==> src/rtl/lru_pkg.sv <==
// Shared types for logic_reduce_unit: fold operation codes and FSM states.
package lru_pkg;

    typedef enum logic [1:0] {
        OP_AND  = 2'b00,
        OP_OR   = 2'b01,
        OP_XOR  = 2'b10,
        OP_XNOR = 2'b11
    } op_t;

    typedef enum logic [1:0] {
        ST_IDLE  = 2'b00,
        ST_ACCUM = 2'b01,
        ST_HOLD  = 2'b10
    } state_t;

endpackage

==> src/rtl/lru_bitop.sv <==
// Combinational bitwise two-operand operator used as the fold step.
module lru_bitop
    import lru_pkg::*;
#(
    parameter int WIDTH = 8
) (
    input  logic [1:0]       op,
    input  logic [WIDTH-1:0] a,
    input  logic [WIDTH-1:0] b,
    output logic [WIDTH-1:0] y
);

    always_comb begin
        y = a ^ b;
        case (op)
            OP_AND:  y = a & b;
            OP_OR:   y = a | b;
            OP_XOR:  y = a ^ b;
            OP_XNOR: y = ~(a ^ b);
            default: y = a ^ b;
        endcase
    end

endmodule

==> src/rtl/logic_reduce_unit.sv <==
// Frame-wise bitwise fold (AND/OR/XOR/XNOR) with valid/ready on both sides.
// Optional registered even-parity output enabled by LOGIC_REDUCE_PARITY_EN.
module logic_reduce_unit
    import lru_pkg::*;
#(
    parameter int WIDTH = 8,
    parameter int CNT_W = 4
) (
    input  logic             clk,
    input  logic             rst,
    input  logic             in_valid,
    output logic             in_ready,
    input  logic [WIDTH-1:0] in_data,
    input  logic             in_last,
    input  logic [1:0]       op,
    output logic             out_valid,
    input  logic             out_ready,
    output logic [WIDTH-1:0] out_data,
    output logic [CNT_W-1:0] out_count,
    output logic             out_parity
);

    state_t             state_q, state_d;
    logic [WIDTH-1:0]   acc_q, acc_d;
    logic [CNT_W-1:0]   cnt_q, cnt_d;
    op_t                op_q, op_d;
    logic               in_ready_q, in_ready_d;
    logic               out_valid_q, out_valid_d;
    logic [WIDTH-1:0]   out_data_q, out_data_d;
    logic [CNT_W-1:0]   out_count_q, out_count_d;
    logic [WIDTH-1:0]   fold_s;
    logic               in_fire_s;
    logic               out_fire_s;

    assign in_fire_s  = in_valid && in_ready_q;
    assign out_fire_s = out_valid_q && out_ready;

    lru_bitop #(.WIDTH(WIDTH)) u_bitop (
        .op (op_q),
        .a  (acc_q),
        .b  (in_data),
        .y  (fold_s)
    );

    always_comb begin
        state_d = state_q;
        acc_d   = acc_q;
        cnt_d   = cnt_q;
        op_d    = op_q;
        case (state_q)
            ST_IDLE: begin
                if (in_fire_s) begin
                    acc_d   = in_data;
                    op_d    = op_t'(op);
                    cnt_d   = CNT_W'(1);
                    state_d = in_last ? ST_HOLD : ST_ACCUM;
                end else begin
                    state_d = ST_IDLE;
                end
            end
            ST_ACCUM: begin
                if (in_fire_s) begin
                    acc_d   = fold_s;
                    // Saturate rather than wrap; folding itself keeps going.
                    cnt_d   = (&cnt_q) ? cnt_q : cnt_q + CNT_W'(1);
                    state_d = in_last ? ST_HOLD : ST_ACCUM;
                end else begin
                    state_d = ST_ACCUM;
                end
            end
            ST_HOLD: begin
                if (out_fire_s) begin
                    state_d = ST_IDLE;
                end else begin
                    state_d = ST_HOLD;
                end
            end
            default: state_d = ST_IDLE;
        endcase

        // Handshake and result registers are derived from the next state so
        // they are all flops yet line up with the state they describe.
        in_ready_d  = (state_d != ST_HOLD);
        out_valid_d = (state_d == ST_HOLD);
        out_data_d  = (state_d == ST_HOLD) ? acc_d : '0;
        out_count_d = (state_d == ST_HOLD) ? cnt_d : '0;
    end

    always_ff @(posedge clk or posedge rst) begin
        if (rst) begin
            state_q     <= ST_IDLE;
            acc_q       <= '0;
            cnt_q       <= '0;
            op_q        <= OP_AND;
            in_ready_q  <= 1'b1;
            out_valid_q <= 1'b0;
            out_data_q  <= '0;
            out_count_q <= '0;
        end else begin
            state_q     <= state_d;
            acc_q       <= acc_d;
            cnt_q       <= cnt_d;
            op_q        <= op_d;
            in_ready_q  <= in_ready_d;
            out_valid_q <= out_valid_d;
            out_data_q  <= out_data_d;
            out_count_q <= out_count_d;
        end
    end

    assign in_ready  = in_ready_q;
    assign out_valid = out_valid_q;
    assign out_data  = out_data_q;
    assign out_count = out_count_q;

`ifdef LOGIC_REDUCE_PARITY_EN
    logic out_parity_q, out_parity_d;

    always_comb begin
        out_parity_d = (state_d == ST_HOLD) ? ^acc_d : 1'b0;
    end

    always_ff @(posedge clk or posedge rst) begin
        if (rst) begin
            out_parity_q <= 1'b0;
        end else begin
            out_parity_q <= out_parity_d;
        end
    end

    assign out_parity = out_parity_q;
`else
    assign out_parity = 1'b0;
`endif

endmodule

==> config.mk <==
export PLATFORM = sky130hd
export DESIGN_NAME = logic_reduce_unit
export DESIGN_NICKNAME = d
export VERILOG_FILES = /design/src/rtl/lru_pkg.sv /design/src/rtl/lru_bitop.sv /design/src/rtl/logic_reduce_unit.sv
export SDC_FILE = /design/constraint.sdc
export NUM_CORES = 1
export LEC_CHECK = 0
export ABC_AREA = 1
export CAP_MARGIN = 10
export CORE_AREA = 2 2 82 65
export CTS_CLUSTER_DIAMETER = 200
export DETAILED_ROUTE_END_ITERATION = 7
export DIE_AREA = 0 0 84 67
export GPL_TIMING_DRIVEN = 0
export PLACE_DENSITY = 0.71
export REMOVE_ABC_BUFFERS = 1
export SYNTH_ARGS = -nofsm -noshare
export SYNTH_HDL_FRONTEND = slang
export SYNTH_SLANG_ARGS = --single-unit
export TNS_END_PERCENT = 10
==> constraint.sdc <==
create_clock -name clk -period 1.3 [get_ports clk]
set_input_delay 0.39 -clock clk [delete_from_list [all_inputs] [get_ports clk]]
set_output_delay 0.39 -clock clk [all_outputs]
set_load 0.02 [all_outputs]
* Yosys cells after proc, flatten, opt, wreduce, memory -nomap -nowiden *
Cells that the tools add are included.

storage, ports and cells
  latch bits = 0
  flip-flop bits (word level) = 30
  output and inout port bits = 15
  memory bits (read-only) = 0
  bits in writable memories = 0
  input port bits = 15
  word-level logic and storage cells = 41
  memories = 0

cells by class
  $mul = 0
  div/mod/pow operators = 0
  shift-type cells = 0
  add/subtract/negate cells = 1
  equal/unequal tests = 7
  reduce and logical (&&, ||, !) cells = 6
  multiplexer cells = 15
  magnitude comparators = 0
  bitwise operators = 4

operators by type and width
  kind                   number
  $pmux W8 S4            1
  $mux W8                3
  $mux W4                4
  $pmux W8 S2            1
  $and A8 B8 Y8          1
  $eq A2 B2 Y1 const B   4
  $mux W2                4
  $not A8 Y8             1
  $or A8 B8 Y8           1
  $pmux W4 S2            1
  $xor A8 B8 Y8          1
  $pmux W2 S3            1
  $add A4 B1 Y4 const B  1
  $eq A2 B1 Y1 const B   2
  $logic_not A2 Y1       2
  $reduce_and A4 Y1      1
  $logic_and A1 B1 Y1    2
  $ne A2 B2 Y1 const B   1
  $reduce_and A2 Y1      1

* Longest topological paths before layout *
Gate-level depths: netlist of run 1.

  depth in word-level cells = 6
  gate-level depth with buffers = 10

* Hierarchy *
From an unflattened synthesis of run 1, not the netlist that was laid out.

unflattened totals
  cell total of the unflattened synthesis = 255
  area total of the unflattened synthesis = 1888.1 um^2

by module, submodules not included
  module             area each (um^2)  sequential area each (um^2)  cells an instance  times used
  logic_reduce_unit  1318.8            752.0                        155                1
  lru_bitop          569.3             0.0                          100                1

* Worst setup path before layout of run 1 *
No wires, ideal clock.

  path type = reg-to-reg
  start point = register in_ready_q (netlist: in_ready)
  end point = register acc_q[3]
  buffers on the path = 0
  arrival = 1.135 ns
  slack = 0.049 ns
  library setup time = 0.116 ns
  data required time = 1.184 ns
  cell stages (with the launch flop) = 8
  cell sequence = dfstp_2 > nand2_2 > inv_4 > nand2_4 > a21oi_1 > nand2_1 > nand2_1 > inv_1

on the way
  cells in the longest elaborated chain, start to end = 3
  elaborated cells on any way between the ends = 4
  classes of those cells = mux: 3; reduce/logical: 1

ends and longest elaborated chain
  what                               RTL line                                          text
  start: declaration                 logic_reduce_unit.sv:27                           logic in_ready_q, in_ready_d;
  start signal: assignment           logic_reduce_unit.sv:104                          in_ready_q <= in_ready_d;
  $logic_and A1 B1 Y1 (*)            logic_reduce_unit.sv:35                           assign in_fire_s = in_valid && in_ready_q;
  $mux W8, on equally long branches  logic_reduce_unit.sv:62, logic_reduce_unit.sv:52
  $pmux W8 S2 (*)                    logic_reduce_unit.sv:50                           case (state_q)
  named net acc_d[3]                 logic_reduce_unit.sv:24                           logic [WIDTH-1:0] acc_q, acc_d;
  end signal: assignment             logic_reduce_unit.sv:92                           acc_q <= '0;
  end signal: assignment             logic_reduce_unit.sv:101                          acc_q <= acc_d;
  end: declaration                   logic_reduce_unit.sv:24

The timed path passes the listed nets; every way through them passes the cells marked *.
A chain may end at the register's enable or synchronous reset.

* Worst setup path in the final report of run 1 *
  start point = input in_valid
  end point = register out_count_q[1] (netlist: out_count[1])

on the way
  cells in the longest elaborated chain, start to end = 5
  elaborated cells on any way between the ends = 9
  classes of those cells = eq/ne: 1; mux: 7; reduce/logical: 1

ends and longest elaborated chain
  what                               RTL line                                          text
  start: declaration                 logic_reduce_unit.sv:11                           input logic in_valid,
  $logic_and A1 B1 Y1 (*)            logic_reduce_unit.sv:35
  $mux W2, on equally long branches  logic_reduce_unit.sv:62, logic_reduce_unit.sv:52
  $pmux W2 S3                        logic_reduce_unit.sv:50
  $eq A2 B2 Y1                       logic_reduce_unit.sv:86                           out_count_d = (state_d == ST_HOLD) ? cnt_d : '0;
  $mux W4 (*)                        logic_reduce_unit.sv:86
  named net out_count_d[1]           logic_reduce_unit.sv:30                           logic [CNT_W-1:0] out_count_q, out_count_d;
  end signal: assignment             logic_reduce_unit.sv:107                          out_count_q <= out_count_d;
  end: declaration                   logic_reduce_unit.sv:30

Marks and branches as above.

==> results.toml, run 1 <==
[final_layout]
fill_cells = 456
fin_cells = 358
diodes = 0
drive_gt1_share_pct = 26.5
area_growth_pct = 25.1
layout.nets = 329

[drt]
firstDrtPassIters = 4
ant_nets = 0
drtIter0Drc = 70
routed_wl_um = 4040
viasPerCell = 4.60
drc = 0
vias = 1647
post_drt_wl_per_cell_um = 11.3

[worst_setup_path]
crit_fanout = 5
cp_cell_sequence = "clkdlybuf4s50_1 -> nand2_2 -> clkinv_4 -> buf_4 -> nand3b_1 -> nand3_1 -> a21oi_2"
slowest_stage = "clkdlybuf4s50_1"
critPathMaxStageDelay_ns = 0.41
startpoint_type = "primary input"
worst_ep_required_time_ns = 1.50
worstPathArrival_ns = 1.55
path_class = "primary input to register"
crit_path_end_kind = "register"

[place]
dp_slack_ns = -0.567
place_congestion = 0.793
dp_hpwl_um = 2610
dpl.cell_count = 338
numPortBuffers = 28

[sta]
skew_ns = 0.00259
hold_viol = 0
worst_slack_ns = -0.0520
setup_viol = 10
fmax_mhz = 740
worst_pin_slew_ns = 0.647
drv_slew = 0
maxSlewHeadroom_pct = 56.8
fin_crit_sh_pct = 104
grt_setup_unrepaired = "true"
period_needed_ns = 1.35

[synthesis]
ys_seq_area_share_pct = 39.2
synth_area_leaders = "dfrtp_1 (38%), nand2_1 (17%), ha_1 (11%)"
synthCells = 256
yosys.area.top_type_share_pct = 37.9
syn_area_um2 = 1920
ys_ff_latch = 30
syn_avg_cell_area_um2 = 7.49
yosys_warnings = 0
synth_top_area_cell = "dfrtp_1"
synth_cell_types = 24

[floorplanning]
initial_core_util_pct = 40.3
die_h_um = 67
pin_count = 30
dieArea_um2 = 5630
core_um2 = 4760
die_x_um = 84
fp-row-count = 22

[clocking]
htreeDepth = 2
cts_tree = "yes"
cts_made_buffers = 5
clockBufferDepth = 2
clock_latency_ns = 0.28
root_buffer = "clkbuf_8"
holdBufCountCts = 0
path_clk_slew_ns = 0.06
cts_sinks = 30

[global_route]
met3_usage_pct = 4.09
gr-usage-met1_pct = 20.2
grt_pass1_vias = 1492
busiest_layer = "met2"
grt_pass1_wl_um = 6670
grt_use_total_pct = 15.3
antenna_found_initial = 0
use_met2_pct = 24.1
grt_max_degree = 31
grt-ovfl-total = 0

[pwr]
power_frac_clock_pct = 14.3
powerDensity_nw_per_um2 = 2270
seq_power_share_pct = 30.4
cellInternalPower_w = 0.00290
p_sw_w = 0.00253
leakage_nw = 1.34
combPwrFrac_pct = 55.3
ir_drop_mv = 1.08
power_switching_share_pct = 46.6

[hold_path]
hold_path_class = "primary input to register"

[run_status]
violations = "setup timing"
status = "finished, violations left"

[job]
cap_violations = 0
[synth_stat cells (all sizes together)]
master	count
nand2	92
inv	53
dfrtp	29
a21oi	24
ha	17
nor2	16
nand3	12
buf	6
nand3b	2
a31o	1
conb	1
dfstp	1
nand4	1
o21ai	1
[area by class of cell]
class                      instances  area (um2)  area share (%)
clock buffer                       7        86.3            3.60
clock inverter                     1        5.00           0.209
inverter                          53         213            8.87
multi-input combinational        168         985            41.1
sequential                        30         754            31.5
tap                               60        75.1            3.13
timing repair buffer              38         274            11.4
timing repair inverter             1        5.00           0.209
[power groups by stage]
stage          clock network [W]  registers (W)  logic (W)
6_report                0.000776        0.00165    0.00300
5_1_grt                 0.000864        0.00171    0.00344
4_1_cts                 0.000798        0.00166    0.00282
3_5_place_dp                   0        0.00166    0.00280
3_3_place_gp                   0        0.00164    0.00273
2_1_floorplan                  0        0.00183    0.00178
[metal layers]
layer  share of wire [%]  wire length, um
met5                   0                0
met4                 1.9               78
met3                 4.6              185
met2                  44             1760
met1                  50             2020
[what timing repair did]
item	4_1_cts	5_1_grt
resized for setup	59	34
setup endpoints to repair	68	35
hold endpoints to repair	0	0
buffers inserted	3	7
pin swaps	1	2
gates cloned	0	2
[logic make-up after synthesis]
kind of cell | after synthesis | share of synthesized area, %
simple gates | 123 | 28.0
buf+inv | 59 | 13.5
flops | 30 | 39.2
compound gates | 26 | 7.96
fa+ha+maj | 17 | 11.1
other cells | 1 | 0.196
[layout by cell type, fill, tap and decap left out, drive strengths merged]
cell type and instances:
clkinv 3, dfrtp 29, ha 17, clkbuf 9
nand3 12, nand4 1, clkdlybuf4s50 6, buf 24
o21ai 1, inv 51, clkinvlp 1, nand2 93
dlygate4sd2 3, a31o 1, conb 1, nand3b 2
a21oi 24, dfstp 1, nor2 16, clkdlybuf4s15 3
[final timing paths]
kind,start,cells past startpoint,slack (ns),endpoint
max reg2reg,in_ready,7,0,out_count[1]
min in group asynchronous,rst,2,0.54,out_data[4]
min,in_data[5],5,0.49,acc_q[5]
min reg2reg,acc_q[7],4,0.60,acc_q[7]
max in group asynchronous,rst,2,0.36,op_q[1]
max,in_valid,7,-0.05,out_count[1]
[metrics by stage]
stage	setup TNS (ns)	util [%]	cell area [um2]	total power, W	hold slack [ns]
detailed placement	-28.69	46.5	2210	0.00446	0.594
floorplan	-0.0462	-	1860	0.00361	0.480
global route	-1.41	50.3	2400	0.00601	0.539
finish	-0.220	50.3	2400	0.00543	0.488
global placement	-27.47	46.5	2210	0.00437	0.584
CTS	-1.06	49.2	2340	0.00528	0.567
[state kept, by name (all words and copies together) (netlist names)]
signal / count
out_data: 8
state_q: 2
out_count: 4
op_q: 2
in_ready: 1
acc_q: 8
out_valid: 1
cnt_q: 4
[worst max-delay path, delay by kind of cell]
family | cells | cell delay, ns
compound gates | 1 | 0.16
buf+inv | 3 | 0.67
simple gates | 3 | 0.32
No activity file was read; power rests on OpenSTA's default activity.
==> run 2, diff against run 1 <==
==> constraint.sdc (replaced) <==
create_clock -name clk -period 1.55 [get_ports clk]
set_input_delay 0.465 -clock clk [delete_from_list [all_inputs] [get_ports clk]]
set_output_delay 0.465 -clock clk [all_outputs]
set_load 0.02 [all_outputs]
==> results.toml, run 2 (synthesized netlist as in run 1, its figures left out) <==
[clocking]
holdBufCountCts = 0
htreeDepth = 2
clockBufferDepth = 2
root_buffer = "clkbuf_8"
cts_tree = "yes"
clock_latency_ns = 0.28
cts_made_buffers = 5
cts_setup_buffers = 0
cts_sinks = 30
path_clk_slew_ns = 0.07

[run_status]
status = "completed"

[worst_setup_path]
worst_ep_required_time_ns = 1.69
rr_worst_depth = 5
critPathMaxStageDelay_ns = 0.53
r2r_end = "out_data[7]"
cp_cell_sequence = "clkdlybuf4s50_1 -> inv_1 -> nor2_4 -> a21oi_4 -> nor2_1"
startpoint_type = "primary input"
worstPathArrival_ns = 1.64
crit_path_end_kind = "register"
r2r_slack_ns = 0.16
crit_fanout = 15
crit_end = "out_data[7]"
startpoint = "in_last"
regToRegStartpoint = "state_q[0]"
path_class = "primary input to register"
slowest_stage = "a21oi_4"

[sta]
fin_setup_tns_ns = 0
fin_crit_sh_pct = 96.8
maxSlewHeadroom_pct = 56.1
hold_viol = 0
skew_ns = 0.00313
fmax_mhz = 666
worst_pin_slew_ns = 0.657
drv_slew = 0
grt_setup_unrepaired = "true"
setup_viol = 0
period_needed_ns = 1.50

[floorplanning]
pin_count = 30
core_um2 = 4760
fp-row-count = 22
dieArea_um2 = 5630
die_h_um = 67
initial_core_util_pct = 40.3
die_x_um = 84

[drt]
routed_wl_um = 3700
drc = 0
firstDrtPassIters = 4
drtIter0Drc = 55
viasPerCell = 4.59
ant_nets = 0
post_drt_wl_per_cell_um = 10.7
vias = 1589

[hold_path]
hold_path_class = "register to register"

[place]
place_congestion = 0.793
dpl_cell_area_um2 = 2210
numPortBuffers = 28
dp_hpwl_um = 2610

[global_route]
grt_use_total_pct = 15.2
antenna_found_initial = 0
grt-ovfl-total = 0
grt_pass1_vias = 1509
grt_max_degree = 31
grt_pass1_wl_um = 6640

[final_layout]
mostFrequentLayoutCells = "nand2_1 (86), inv_1 (45), dfrtp_1 (28), dlygate4sd2_1 (22), a21oi_1 (21)"
final_common_cell = "nand2_1"
drive_gt1_share_pct = 13.6
area_growth_pct = 19.8
fin_area_um2 = 2300
layout.nets = 317
diodes = 0
fin_util_pct = 48.2

[pwr]
power_w = 0.00428
leakage_nw = 1.33
powerDensity_nw_per_um2 = 1860
ir_drop_mv = 0.984

[job]
cap_violations = 0
## run 2: changes by cell type in the layout (fill, tap and decap cells not counted), moves of 3 or more
cell | previous run | this run
a21oi_2 | 5 | 2
a21oi_1 | 18 | 21
ha_1 | 14 | 17
dlygate4sd2_1 | 3 | 22
clkdlybuf4s15_1 | 3 | 0
buf_4 | 11 | 0
buf_2 | 13 | 1
## run 2: final cells by class
cell class                      instances  area, um2
Fill cell                             469       2460
Multi-Input combinational cell        167        925
Sequential cell                        30        753
Timing Repair Buffer                   28        248
Inverter                               53        205
Clock buffer                            7       86.3
Tap cell                               60       75.1
Clock inverter                          1       5.00
## run 2: critical path, delay by kind of cell
family,cells,cell delay [ns]
buffers and inverters,2,0.48
AND/OR/NAND/NOR,2,0.16
AO/OA/AOI/OAI,1,0.53
## run 2: worst min path at each step
| stage | start | endpoint | slack [ns] | cells after the start |
|---|---|---|---|---|
| 6_report | acc_q[1] | acc_q[1] | 0.60 | 4 |
| 5_1_grt | cnt_q[1] | out_count[1] | 0.65 | 2 |
| 4_1_cts | acc_q[7] | acc_q[7] | 0.61 | 4 |
| 3_5_place_dp | acc_q[7] | acc_q[7] | 0.59 | 4 |
| 3_3_place_gp | acc_q[1] | acc_q[1] | 0.58 | 4 |
| 2_1_floorplan | acc_q[0] | acc_q[0] | 0.55 | 4 |
## run 2: repair_timing
item                       CTS  global route
setup endpoints to repair   61            18
resized for setup           27             4
pin swaps                    2             2
## run 2: through the flow
| stage | hold slack [ns] | instances | setup WS [ns] |
|---|---|---|---|
| detailed placement | 0.594 | 338 | -0.392 |
| CTS | 0.610 | 346 | 0.000816 |
| global route | 0.653 | 346 | -0.00702 |
| floorplan | 0.554 | 250 | 0.241 |
| global placement | 0.584 | 338 | -0.361 |
| finish | 0.603 | 346 | 0.0493 |
## run 2: power breakdown
part	switching (W)	internal, W	total (W)
clock network	0.000298	0.000358	0.000656
logic	0.00144	0.000800	0.00224
registers	0.000251	0.00113	0.00138
total	0.00199	0.00229	0.00428
## run 2: routing by layer
| layer | routed length [um] | GRT usage, % | vias to the layer above |
|---|---|---|---|
| met5 | 0 | 0 | - |
| met4 | 61 | 6.05 | 0 |
| met3 | 204 | 4.09 | 7 |
| met2 | 1590 | 24.2 | 37 |
| met1 | 1840 | 19.7 | 723 |
| li1 | - | - | 822 |
==> run 3, diff against run 2 <==
--- a/config.mk
+++ b/config.mk
@@ -7,12 +7,14 @@
 export LEC_CHECK = 0
 export ABC_AREA = 1
 export CAP_MARGIN = 10
-export CORE_AREA = 2 2 82 65
+export CELL_PAD_IN_SITES_DETAIL_PLACEMENT = 0
+export CELL_PAD_IN_SITES_GLOBAL_PLACEMENT = 2
+export CORE_AREA = 2 2 96 75
 export CTS_CLUSTER_DIAMETER = 200
 export DETAILED_ROUTE_END_ITERATION = 7
-export DIE_AREA = 0 0 84 67
+export DIE_AREA = 0 0 98 77
 export GPL_TIMING_DRIVEN = 0
-export PLACE_DENSITY = 0.71
+export PLACE_DENSITY = 0.85
 export REMOVE_ABC_BUFFERS = 1
 export SYNTH_ARGS = -nofsm -noshare
 export SYNTH_HDL_FRONTEND = slang
==> constraint.sdc (replaced) <==
create_clock -name clk -period 1.55 [get_ports clk]
set_input_delay 0.465 -clock clk [delete_from_list [all_inputs] [get_ports clk]]
set_output_delay 0.465 -clock clk [all_outputs]
set_load 0.1 [all_outputs]
==> results.toml, run 3 (synthesized netlist as in run 1, its figures left out) <==
[drt]
post_drt_wl_per_cell_um = 10.7
ant_nets = 0
vias = 1521
drc = 0
routed_wl_um = 3970
viasPerCell = 4.10
drtIter0Drc = 54
firstDrtPassIters = 4

[worst_setup_path]
startpoint_type = "register"
worst_ep_required_time_ns = 1.08
cp_top_family = "flip-flops"
rr_worst_depth = 7
slowest_stage = "dfstp_2"
path_class = "register to output port"
crit_path_end_kind = "output port"
worstPathArrival_ns = 1.04
critPathMaxStageDelay_ns = 0.56
cp_cell_sequence = "buf_8"
worst-path-buf-inv = 1
worst-path-stages = 1
crit_fanout = 2

[sta]
period_needed_ns = 1.51
drv_slew = 0
setup_viol = 0
fin_crit_sh_pct = 97.2
fmax_mhz = 664
worst_pin_slew_ns = 0.669
skew_ns = 0.00227
maxSlewHeadroom_pct = 55.3
fin_hold_ws_ns = 0.608
grt_setup_unrepaired = "false"
hold_viol = 0

[clocking]
path_clk_slew_ns = 0.06
root_buffer = "clkbuf_8"
cts_made_buffers = 5
clockBufferDepth = 2
holdBufCountCts = 0
cts_sinks = 30
clock_latency_ns = 0.27
cts_tree = "yes"
htreeDepth = 2

[final_layout]
drive_gt1_share_pct = 18.8
fill_cells = 706
mostFrequentLayoutCells = "nand2_1 (86), inv_1 (45), dfrtp_1 (28), a21oi_1 (21), ha_1 (17)"
area_growth_pct = 21.5
diodes = 0
fin_area_um2 = 2330
layout.nets = 318
final_common_cell = "nand2_1"

[run_status]
status = "completed"

[global_route]
grt_max_degree = 31
grt_pass1_wl_um = 7020
antenna_found_initial = 0
grt-ovfl-total = 0
grt_use_total_pct = 11.5
grt_pass1_vias = 1440

[place]
numPortBuffers = 28
place_congestion = 0.726
dpl_cell_area_um2 = 2240
dp_hpwl_um = 2800

[job]
cap_violations = 0

[floorplanning]
dieArea_um2 = 7550
die_x_um = 98
core_um2 = 6600
fp-row-count = 26
die_h_um = 77
initial_core_util_pct = 29.0
pin_count = 30

[hold_path]
hold_depth = 4
hold_path_class = "register to register"
==> run 3: final cells by class <==
type / count / area (um2) / share of cell area [%]
Inverter: 53 / 208 / 8.92
Multi-Input combinational cell: 167 / 920 / 39.5
Clock buffer: 8 / 110 / 4.73
Sequential cell: 30 / 753 / 32.3
Tap cell: 84 / 105 / 4.51
Timing Repair Buffer: 29 / 233 / 9.99
==> run 3: what timing repair did <==
action,CTS,global route
pin swaps,4,1
resized for setup,82,6
endpoints found under the setup margin,60,23
buffers inserted,0,1
hold endpoints to repair,0,0
==> run 3: path summary, 6_finish.rpt <==
kind / from / slack (ns) / to
max: in_ready / 0.04 / in_ready
max in group asynchronous: rst / 0.51 / op_q[0]
min reg2reg: acc_q[7] / 0.61 / acc_q[7]
min in group asynchronous: rst / 0.63 / out_valid
min: acc_q[7] / 0.61 / acc_q[7]
max reg2reg: in_ready / 0.18 / acc_q[4]
==> run 3: per-layer routing <==
metal / share of wire, % / vias to the layer above / track usage [%]
met3: 5.7 / 2 / 3.92
met2: 41 / 40 / 17.2
met4: 0.53 / 0 / 2.50
met5: 0 / - / 0
li1: - / 826 / -
met1: 53 / 653 / 16.2
==> run 3: stage by stage <==
| step | TNS (ns) | worst slack, ns | instances | util, % |
|---|---|---|---|---|
| global route | 0 | 0.00416 | 371 | 35.3 |
| detailed placement | -24.33 | -0.558 | 362 | 34.0 |
| floorplan | -2.38 | -0.132 | 250 | - |
| global placement | -23.50 | -0.561 | 362 | 34.0 |
| finish | 0 | 0.0429 | 371 | 35.3 |
| CTS | -0.0190 | -0.0190 | 370 | 34.6 |
Power of run 3 is left out: the tool's default activity adds up to more than one toggle a clock period on the data nets, which glitch-free logic cannot reach.
